--- src/rtl/serial_a_paralelo.sv ---
// Serial-to-parallel lane deserialiser: bit-granular comma hunt, then byte-aligned lock and data output.
// Outputs update on the edge sampling a byte's last bit (0 extra clk); no backpressure, one byte per DATA_W clocks.
module serial_a_paralelo #(
  parameter int                DATA_W     = 8,
  parameter logic [DATA_W-1:0] COMMA      = 8'hBC,
  parameter int                LOCK_COUNT = 4
) (
  input  logic              clk,
  input  logic              reset,
  input  logic              data_in,
  output logic [DATA_W-1:0] data_out,
  output logic              valid_out,
  output logic              byte_stb,
  output logic              active
);

  localparam int BW = (DATA_W > 1) ? $clog2(DATA_W) : 1;
  localparam int CW = (LOCK_COUNT > 1) ? $clog2(LOCK_COUNT + 1) : 1;

  typedef enum logic [1:0] {
    HUNT    = 2'd0,
    LOCKING = 2'd1,
    ACTIVE  = 2'd2
  } state_e;

  state_e            state_q, state_d;
  logic [DATA_W-1:0] sr_q, sr_d;
  logic [BW-1:0]     bit_cnt_q, bit_cnt_d;
  logic [CW-1:0]     comma_cnt_q, comma_cnt_d;
  logic [DATA_W-1:0] data_q, data_d;
  logic              valid_q, valid_d;
  logic              stb_q, stb_d;
  logic              active_q, active_d;

  logic [DATA_W-1:0] nxt;
  logic              is_comma;
  logic              boundary;

  // nxt is the window including the bit sampled on this edge.
  assign nxt      = {sr_q[DATA_W-2:0], data_in};
  assign sr_d     = nxt;
  assign is_comma = (nxt == COMMA);
  assign boundary = (bit_cnt_q == BW'(DATA_W - 1));

  always_ff @(posedge clk or negedge reset) begin
    if (!reset) begin
      state_q     <= HUNT;
      sr_q        <= '0;
      bit_cnt_q   <= '0;
      comma_cnt_q <= '0;
      data_q      <= '0;
      valid_q     <= 1'b0;
      stb_q       <= 1'b0;
      active_q    <= 1'b0;
    end else begin
      state_q     <= state_d;
      sr_q        <= sr_d;
      bit_cnt_q   <= bit_cnt_d;
      comma_cnt_q <= comma_cnt_d;
      data_q      <= data_d;
      valid_q     <= valid_d;
      stb_q       <= stb_d;
      active_q    <= active_d;
    end
  end

  always_comb begin
    state_d     = state_q;
    bit_cnt_d   = bit_cnt_q;
    comma_cnt_d = comma_cnt_q;
    case (state_q)
      HUNT: begin
        bit_cnt_d = '0;
        if (is_comma) begin
          comma_cnt_d = CW'(1);
          state_d     = (LOCK_COUNT <= 1) ? ACTIVE : LOCKING;
        end
      end
      LOCKING: begin
        bit_cnt_d = boundary ? '0 : bit_cnt_q + 1'b1;
        if (boundary) begin
          if (is_comma) begin
            comma_cnt_d = comma_cnt_q + 1'b1;
            if (int'(comma_cnt_q) + 1 >= LOCK_COUNT) state_d = ACTIVE;
          end else begin
            // Misaligned or corrupted comma: drop back to the bit-granular search.
            comma_cnt_d = '0;
            bit_cnt_d   = '0;
            state_d     = HUNT;
          end
        end
      end
      ACTIVE: begin
        bit_cnt_d = boundary ? '0 : bit_cnt_q + 1'b1;
      end
      default: begin
        state_d     = HUNT;
        bit_cnt_d   = '0;
        comma_cnt_d = '0;
      end
    endcase
  end

  always_comb begin
    data_d   = data_q;
    valid_d  = valid_q;
    stb_d    = 1'b0;
    active_d = active_q | (state_d == ACTIVE);
    if (state_q == ACTIVE && boundary) begin
      data_d  = nxt;
      valid_d = !is_comma;
      stb_d   = 1'b1;
    end
  end

  assign data_out  = data_q;
  assign valid_out = valid_q;
  assign byte_stb  = stb_q;
  assign active    = active_q;

endmodule

--- config.mk ---
export PLATFORM = sky130hd
export DESIGN_NAME = serial_a_paralelo
export DESIGN_NICKNAME = d
export VERILOG_FILES = /design/src/rtl/serial_a_paralelo.sv
export SDC_FILE = /design/constraint.sdc
export NUM_CORES = 1
export LEC_CHECK = 0
export ABC_AREA = 1
export CAP_MARGIN = 20
export CORE_UTILIZATION = 43
export DETAILED_ROUTE_END_ITERATION = 8
export SLEW_MARGIN = 25
export SYNTH_ARGS = -nofsm -noshare
export SYNTH_HDL_FRONTEND = slang
export SYNTH_SLANG_ARGS = --single-unit
--- constraint.sdc ---
create_clock -name clk -period 1.7 [get_ports clk]
set_input_delay 0.34 -clock clk [delete_from_list [all_inputs] [get_ports clk]]
set_output_delay 0.34 -clock clk [all_outputs]
set_load 0.02 [all_outputs]
==> reports/qor.yml <==
tns_ps: 0
fillers: 233
yosysTopAreaCellShare: 0.565
ant_nets: 0
yosysUniqueCellTypes: 21
cts_buffers: 3
n_antenna_cell: 0
hold_viol_final: 0
path_clk_slew_ps: 140
io_pins: 14
max_freq_ghz: 0.608
synth_seq_cells: 26
cts.sinks: 26
power_frac_seq: 0.612
die_area_sq_mm: 0.00289
num_vias: 798
grt.overflow.total: 0
clockBufferDepth: 2
die_y_um: 53.8
hold_path_class: "input pin to asynchronous set/reset pin"
syn_avg_cell_area_sq_um: 9.93
hpwl_um: 1400
insertion_delay_ps: 320
die_x_um: 53.8
endpoint_kind: "output pin"
async_flop_share: 1.00
ys_seq_area_frac: 0.565
synth_top_area_cell: "dfrtp_1"
post-place-ws_ps: 37.7
critical_path_buf_inv_count: 1
ys_warn_count: 0
power_frac_comb: 0.099
crit_required_ps: 1360
yosys_most_used_dff: "dfrtp_1"
postCtsSetupBuffers: 0
drive_above_1_share: 0.134
multi_input_area_sq_um: 424
globalplace.congestion: 0.897
grt_setup_unrepaired: "no"
pwr-share-clk: 0.288
clock_skew_ps: 7.02
fp-row-count: 18
p_sw_uw: 267
grt_use_total: 0.161
syn2layout_area_growth_pct: 18.7
r2r_slack_ps: 140
io_buffers: 13
cap_violations: 0
synth-edff-count: 0
postCtsHoldBufs: 0
antenna_found_initial: 0
grt_pass1_wl_um: 3280
synth_area_leaders: "dfrtp_1 (56%), nand2_1 (11%), ha_1 (7.6%)"
htree_levels: 1
grt_max_degree: 27
clock-root-buffer: "clkbuf_4"
setup_viol: 0
drt-initial-drc-count: 26
core_area_sq_mm: 0.00250
layout.area.seq_sq_um: 651
crit_fanout: 2
wl_per_cell_um: 11.6
synth_nets: 126
slowest_delay_ps: 610
syn_inst: 116
netlist_area_sq_mm: 0.00115
ctsResizeCount: 0
power.internal_uw: 819
power_density_mw_per_mm2: 794
viasPerCell: 4.87
dp_cells: 160
arrival_ps: 1300
slew_headroom: 0.781
power_mw: 1.09
drv_slew: 0
slowest_stage: "clkdlybuf4s50_1"
drtPass1Iterations: 5
finalWirelength_um: 1900
cts_tree: "yes"
fin_nets: 145
status: "complete, no violations"
setup_ws_ps: 55.7
grt_pass1_vias: 783
power.leakage_nw: 0.665
period_minus_slack_ps: 1640
cp-start-kind: "flip-flop"
switching_share: 0.245
post-route-period-util: 0.967
max_slew.worst_pin.slew_ps: 329
ir_worst_vdd_mv: 0.518
post-route-drc-count: 0
cpLargestDelayFamily: "buffers and inverters"
initial_core_util: 0.461
instances_no_fill: 164
worstPathCellList: "clkdlybuf4s50_1"
crit_type: "flip-flop to output pin"
-- placed cells by master, fill, tap and decap left out --
cell / count
nand3_4: 1
nand2_1: 34
o21ai_0: 1
nand3b_1: 1
inv_2: 3
nor2_4: 2
nor3_1: 1
a31oi_1: 2
clkdlybuf4s50_1: 13
clkbuf_4: 3
clkbuf_8: 1
o21ai_1: 6
a21oi_4: 1
dfrtp_1: 26
buf_4: 2
o22a_1: 1
nand2_2: 3
ha_1: 7
nor2_1: 3
nand3_1: 6
bufinv_8: 1
a21oi_1: 3
or2_4: 1
inv_1: 12
-- power by group through the flow --
stage,Clock [mW],Sequential (mW),Combinational [mW]
after global routing,0.332,0.669,0.125
after global placement,0,0.676,0.108
final,0.313,0.665,0.108
after floorplan,0,0.671,0.0782
after detailed placement,0,0.677,0.110
after CTS,0.322,0.665,0.111
-- registers in the layout, indices dropped and copies added (netlist names) --
name / flops
data_out: 8
comma_cnt_q: 3
bit_cnt_q: 3
state_q: 2
byte_stb: 1
sr_q: 7
valid_out: 1
active: 1
-- cell usage after synthesis (2+ instances only) --
library cell,number
nand2_2,3
nor2_1,3
nand2_1,34
a21oi_1,3
nor2_4,2
inv_2,3
ha_1,7
inv_1,12
dfrtp_1,26
o21ai_1,6
nand3_1,6
a31oi_1,2
-- stage by stage --
step | util | instance area (sq um) | hold slack [ps]
after floorplan | - | 1150 | 44.4
after global placement | 0.533 | 1330 | 360
after detailed placement | 0.533 | 1330 | 365
after CTS | 0.547 | 1370 | 378
after global routing | 0.547 | 1370 | 406
final | 0.547 | 1370 | 369
-- layer usage --
metal,part of all wire,routed length [um],up-vias,GRT usage
met5,0,0,-,0
met4,0.019,36,0,0.0965
met3,0.027,52,4,0.0311
met2,0.44,830,15,0.249
met1,0.52,983,378,0.208
li1,-,-,401,-
-- kinds of logic (layout without fill, tap and decap cells) --
family / count (synthesis) / in the layout / synth area share
AO/OA/AOI/OAI: 14 / 14 / 0.0760
AND/OR/NAND/NOR: 52 / 52 / 0.216
flip-flops: 26 / 26 / 0.565
buffers and inverters: 17 / 35 / 0.0673
adder cells (fa/ha/maj): 7 / 7 / 0.0760
-- final timing paths --
path,startpoint,end,cells after the start
setup / recovery,data_out[1],data_out[1],1
max in group asynchronous,reset,valid_out,2
setup reg to reg,bit_cnt_q[0],active,9
hold / removal,reset,comma_cnt_q[2],2
min in group clk,sr_q[5],sr_q[6],0
hold reg to reg,sr_q[5],sr_q[6],0
-- final cells by class --
cell class / instances / share of cell area
flip-flops and latches: 26 / 0.476
multi-input cells: 73 / 0.310
repair buffers: 15 / 0.106
inverters: 16 / 0.0540
well taps: 30 / 0.0274
clock buffers: 4 / 0.0265
No activity file was read; power rests on OpenSTA's default activity.
